--- src/rtl/riscv_pkg.sv ---
// rtl/riscv_pkg.sv - shared register-index type, writeback source enum and x0 constant
package riscv_pkg;

  typedef logic [4:0] reg_addr_t;

  typedef enum logic {
    WB_ALU  = 1'b0,
    WB_LOAD = 1'b1
  } wb_src_t;

  localparam reg_addr_t REG_ZERO = 5'd0;

endpackage

--- src/rtl/rr_arbiter2.sv ---
// rtl/rr_arbiter2.sv - two-requester arbiter (ALU vs load) with fixed-priority or round-robin mode
module rr_arbiter2
  import riscv_pkg::*;
(
  input  logic i_Clock,
  input  logic i_Reset,
  input  logic i_AluReq,
  input  logic i_LoadReq,
  input  logic i_LoadPriority,
  output logic o_AluGrant,
  output logic o_LoadGrant
);

  wb_src_t lastGrant;
  logic    contended;

  assign contended = i_AluReq & i_LoadReq;

  // Lone requester always wins; on contention pick load if forced, else whoever lost last time
  always_comb begin
    o_AluGrant  = 1'b0;
    o_LoadGrant = 1'b0;
    if (contended) begin
      if (i_LoadPriority || (lastGrant == WB_ALU)) begin
        o_LoadGrant = 1'b1;
      end else begin
        o_AluGrant = 1'b1;
      end
    end else begin
      o_AluGrant  = i_AluReq;
      o_LoadGrant = i_LoadReq;
    end
  end

  // Pointer remembers only contended winners; reset value makes load the first favourite
  always_ff @(posedge i_Clock) begin
    if (i_Reset) begin
      lastGrant <= WB_ALU;
    end else if (contended) begin
      lastGrant <= o_LoadGrant ? WB_LOAD : WB_ALU;
    end
  end

endmodule

--- src/rtl/regfile_wb_arbiter.sv ---
// rtl/regfile_wb_arbiter.sv - shares the register file write port between ALU and load writeback with hazard scoreboard
module regfile_wb_arbiter
  import riscv_pkg::*;
#(
  parameter int DATA_WIDTH     = 32,
  parameter int REG_ADDR_WIDTH = 5,
  parameter int LOAD_PRIORITY  = 0
) (
  input  logic                      i_Clock,
  input  logic                      i_Reset,
  input  logic                      i_AluValid,
  input  logic [REG_ADDR_WIDTH-1:0] i_AluRd,
  input  logic [DATA_WIDTH-1:0]     i_AluData,
  output logic                      o_AluReady,
  input  logic                      i_LoadValid,
  input  logic [REG_ADDR_WIDTH-1:0] i_LoadRd,
  input  logic [DATA_WIDTH-1:0]     i_LoadData,
  output logic                      o_LoadReady,
  input  logic                      i_IssueValid,
  input  logic [REG_ADDR_WIDTH-1:0] i_IssueRd,
  input  logic [REG_ADDR_WIDTH-1:0] i_RegSource1,
  input  logic [REG_ADDR_WIDTH-1:0] i_RegSource2,
  output logic                      o_Busy1,
  output logic                      o_Busy2,
  output logic                      o_WriteEnable,
  output logic [REG_ADDR_WIDTH-1:0] o_RegDest,
  output logic [DATA_WIDTH-1:0]     o_DataOut
);

  localparam int NUM_REGS = 2 ** REG_ADDR_WIDTH;
  localparam logic [REG_ADDR_WIDTH-1:0] ZERO_IDX = REG_ADDR_WIDTH'(REG_ZERO);

  logic                      aluGrant;
  logic                      loadGrant;
  logic                      transfer;
  logic [REG_ADDR_WIDTH-1:0] grantedRd;
  logic [DATA_WIDTH-1:0]     grantedData;
  logic [NUM_REGS-1:0]       scoreboard;
  logic [NUM_REGS-1:0]       scoreboardNext;

  // Requests are masked during reset so nothing is granted in that cycle
  rr_arbiter2 u_arbiter (
    .i_Clock        (i_Clock),
    .i_Reset        (i_Reset),
    .i_AluReq       (i_AluValid & ~i_Reset),
    .i_LoadReq      (i_LoadValid & ~i_Reset),
    .i_LoadPriority (LOAD_PRIORITY != 0),
    .o_AluGrant     (aluGrant),
    .o_LoadGrant    (loadGrant)
  );

  assign o_AluReady  = aluGrant;
  assign o_LoadReady = loadGrant;
  assign transfer    = aluGrant | loadGrant;
  assign grantedRd   = loadGrant ? i_LoadRd : i_AluRd;
  assign grantedData = loadGrant ? i_LoadData : i_AluData;

  // Load acceptance clears its pending bit first so a same-cycle issue to that register re-sets it
  always_comb begin
    scoreboardNext = scoreboard;
    if (loadGrant && (i_LoadRd != ZERO_IDX)) begin
      scoreboardNext[i_LoadRd] = 1'b0;
    end
    if (i_IssueValid && (i_IssueRd != ZERO_IDX)) begin
      scoreboardNext[i_IssueRd] = 1'b1;
    end
    scoreboardNext[0] = 1'b0;
  end

  // Pending-load scoreboard, wiped on reset
  always_ff @(posedge i_Clock) begin
    if (i_Reset) begin
      scoreboard <= '0;
    end else begin
      scoreboard <= scoreboardNext;
    end
  end

  // Register-file write stage; writes to x0 complete the handshake but never assert the enable
  always_ff @(posedge i_Clock) begin
    if (i_Reset) begin
      o_WriteEnable <= 1'b0;
      o_RegDest     <= '0;
      o_DataOut     <= '0;
    end else begin
      o_WriteEnable <= transfer && (grantedRd != ZERO_IDX);
      if (transfer && (grantedRd != ZERO_IDX)) begin
        o_RegDest <= grantedRd;
        o_DataOut <= grantedData;
      end
    end
  end

  // A source is busy while its load is outstanding, or while its value is in the write pipeline
  always_comb begin
    o_Busy1 = (i_RegSource1 != ZERO_IDX) &&
              (scoreboard[i_RegSource1] ||
               (o_WriteEnable && (o_RegDest == i_RegSource1)) ||
               (transfer && (grantedRd == i_RegSource1)));
    o_Busy2 = (i_RegSource2 != ZERO_IDX) &&
              (scoreboard[i_RegSource2] ||
               (o_WriteEnable && (o_RegDest == i_RegSource2)) ||
               (transfer && (grantedRd == i_RegSource2)));
  end

endmodule

--- config.mk ---
export PLATFORM = sky130hd
export DESIGN_NAME = regfile_wb_arbiter
export DESIGN_NICKNAME = d
export VERILOG_FILES = /design/src/rtl/riscv_pkg.sv /design/src/rtl/rr_arbiter2.sv /design/src/rtl/regfile_wb_arbiter.sv
export SDC_FILE = /design/constraint.sdc
export NUM_CORES = 1
export LEC_CHECK = 0
export ABC_AREA = 1
export CAP_MARGIN = 20
export CELL_PAD_IN_SITES_DETAIL_PLACEMENT = 0
export CELL_PAD_IN_SITES_GLOBAL_PLACEMENT = 1
export CORE_MARGIN = 1.5
export CORE_UTILIZATION = 35
export CTS_BUF_LIST = sky130_fd_sc_hd__clkbuf_16
export CTS_CLUSTER_DIAMETER = 40
export DETAILED_ROUTE_END_ITERATION = 16
export GPL_TIMING_DRIVEN = 0
export PLACE_DENSITY = 0.95
export RECOVER_POWER = 50
export SYNTH_ARGS = -nofsm -noshare
export SYNTH_HDL_FRONTEND = slang
export SYNTH_HIERARCHICAL = 1
export SYNTH_SLANG_ARGS = --single-unit
--- constraint.sdc ---
create_clock -name i_Clock -period 5.2 [get_ports i_Clock]
set_clock_uncertainty 0.05 [all_clocks]
set_input_delay 1.3 -clock i_Clock [delete_from_list [all_inputs] [get_ports i_Clock]]
set_output_delay 1.3 -clock i_Clock [all_outputs]
set_load 0.01 [all_outputs]
==> qor.txt <==
DRC viols -> 0
R2R depth -> 8
largest family of logic cells by synthesized area -> simple AND/OR/NAND/NOR gates
Setup crit start kind -> input port
Synth top area share -> 32.8%
clock buffer depth -> 2
most common cell after layout, fill and taps aside -> nand2_1
critical path fanouts, max -> 10
most used cells in the layout excluding fill and tap cells -> 151 x nand2_1, 131 x clkdlybuf4s50_1, 70 x dfxtp_1
Area contributors post-synth -> dfxtp_1 33%, nand2_1 13%, a21oi_1 8.0%, mux2i_1 7.5%, nand3_1 7.1%
core box area -> 12000 sq um
Tot GR Track Use -> 23.1%
max cap viols -> 0
Slew Viols, Final -> 0
worst path required time -> 3.85 ns
net count after synthesis -> 738
Post-Synth Adder-Cell Area -> 0%
initial antenna violation count -> 0
height of the die -> 114 microns
CTS clock-pin slew for the worst setup and hold paths -> 0.06 ns
DP HPWL -> 11000 microns
P_leak -> 2.54 nW
Comb pwr share -> 24.2%
simple-gate share of the synthesized area -> 28.6%
total grt overflow -> 0
worst skew pair latency -> 0.33 ns
final hold violation count -> 0
H-tree levels -> 3
vias in the first global route -> 4847
Routed WL -> 14700 microns
diode count -> 0
Port Buffers -> 133
Net Switching -> 0.448 mW
largest net degree at the start of global routing -> 14
Area Overhead vs Synth -> 44.0%
DR iter-0 viols -> 316
First-pass DRT Iterations -> 5
post-synthesis xor/xnor area fraction -> 0.205%
WHS Path Cells -> 2
layout cells sized above 1 -> 9.02%
mux cell area share after synthesis -> 7.49%
Synth Area in Compound Gates -> 19.1%
Routability Congestion -> 0.894
DIE WIDTH -> 114 microns
#FFs+latches synth -> 70
status -> finished, final reports clean
initial core utilization -> 35.7%
Hold Path Class -> register to register
area leader, netlist -> dfxtp_1
worst-margin pin slew -> 0.741 ns
post-synthesis cell count -> 644
fin crit period -> 5.02 ns
post-route antenna net violation count -> 0
global-route wire length before repair -> 23600 microns
Int Power -> 1.13 mW
io pins -> 136
CTS tree -> yes
CTS root buffer -> clkbuf_16
Vias per Instance -> 5.16
clock sink count -> 70
Final #Nets -> 887
TritonCTS Buffers -> 9
Clock Power Share -> 38.5%
Flop pwr share -> 37.3%
Post-Syn Area per Cell -> 6.64 sq um
DR vias -> 4873
post-route insts no fill -> 945
Sw Ratio -> 28.5%
critical path endpoint category -> output pin
Cells after DPL -> 924
CP Class -> input port to output pin
count of cell types in the netlist -> 33
worst vdd rail ir drop -> 120 uV
Setup violations, final -> 0
Yosys warnings -> 6
CP arrival -> 3.67 ns
sequential area share after synthesis -> 32.8%
Row Count -> 40
Final period util -> 96.5%
fmax -> 199 MHz
synthesized area -> 4270 sq um
DR WL/cell -> 15.6 microns
final core utilization -> 51.5%
die area -> 12900 sq um
Slew Limit Headroom -> 50.4%
power per cell area -> 256 nW/um^2
-- critical path: stages --
cell and delay, ns:
clkdlybuf4s50_1 0.52, clkbuf_8 0.17, nor2_4 0.04, nand2_1 0.09
nor2_2 0.06, nor2_2 0.17, buf_6 0.16, buf_8 0.14
nand2_1 0.06, nand3_1 0.09, nand2_1 0.06, nor2_1 0.13
nand3_1 0.13, nand2_1 0.09, inv_1 0.04, nand3_1 0.07
nand2_1 0.05, inv_1 0.04, dlygate4sd2_1 0.25
-- repair_timing --
| action | CTS | global route |
|---|---|---|
| gates cloned | 1 | 0 |
| hold buffers | 0 | 0 |
| resized for setup | 9 | 4 |
| pin swaps | 2 | 2 |
| endpoints found under the setup margin | 3 | 2 |
| setup buffers | 4 | 1 |
-- flip-flops by register name, summed over array words and instances, names as in the netlist --
signal               cells
o_DataOut               32
scoreboard              31
o_RegDest                5
o_WriteEnable            1
u_arbiter/lastGrant      1
-- power by group through the flow --
stage | combinational, mW | sequential (mW) | clock, mW
finish | 0.382 | 0.588 | 0.606
global route | 0.415 | 0.592 | 0.634
CTS | 0.379 | 0.588 | 0.614
detailed placement | 0.374 | 0.598 | 0
global placement | 0.370 | 0.598 | 0
floorplan | 0.176 | 0.609 | 0
-- cells in the mapped netlist --
cell / instances
a21boi_0: 1
a21oi_1: 68
a21oi_2: 4
buf_12: 3
buf_2: 12
buf_4: 1
buf_6: 5
clkbuf_1: 7
clkinv_1: 1
conb_1: 1
dfxtp_1: 70
inv_1: 69
inv_2: 2
inv_6: 1
inv_8: 1
mux2i_1: 32
nand2_1: 151
nand2_2: 5
nand2_4: 4
nand3_1: 61
nand4_1: 2
nand4_2: 1
nor2_1: 50
nor2_4: 1
nor3_1: 6
nor4_1: 1
o211ai_1: 5
o21ai_0: 44
o21ai_1: 26
o21ai_2: 4
o22ai_1: 2
or2_2: 2
xor2_1: 1
-- final timing paths --
path	start	end	slack (ns)
max	i_Reset	o_Busy1	0.18
min	scoreboard[11]	scoreboard[11]	0.43
max reg2reg	u_arbiter/lastGrant	scoreboard[20]	3.31
min reg2reg	scoreboard[11]	scoreboard[11]	0.43
-- metal layers --
layer	part of all wire [%]	routed length (microns)	track usage (%)	up-vias
li1	-	-	-	2416
met1	42	6150	29.4	2213
met2	47	6920	37.6	223
met3	9.7	1430	5.74	21
met4	1.5	228	8.67	0
met5	0	0	0	-
-- cells by family after synthesis --
family / Yosys count
AO/OA/AOI/OAI: 154
XOR/XNOR: 1
buffers and inverters: 102
flip-flops: 70
multiplexers: 32
other: 1
AND/OR/NAND/NOR: 284
-- cell type report --
type	count	area (sq um)
timing repair buffer	139	1380
multi-input combinational	472	2390
sequential	70	1400
fill	1158	5810
tap	147	184
clock inverter	7	65.1
clock buffer	9	225
inverter	74	290
buffer	27	224
-- per-stage QoR --
stage / setup TNS (ns) / hold WS (ns) / worst slack, ns / total power [mW] / cell area [sq um]
CTS: 0 / 0.429 / 0.0406 / 1.58 / 6130
global route: -0.0201 / 0.447 / -0.0201 / 1.64 / 6150
detailed placement: -1.88 / 0.421 / -1.01 / 0.973 / 5790
floorplan: 0 / 0.400 / 0.601 / 0.784 / 4270
global placement: -1.70 / 0.415 / -0.916 / 0.967 / 5790
finish: 0 / 0.430 / 0.184 / 1.58 / 6150
(Power assumes the default switching activity.)
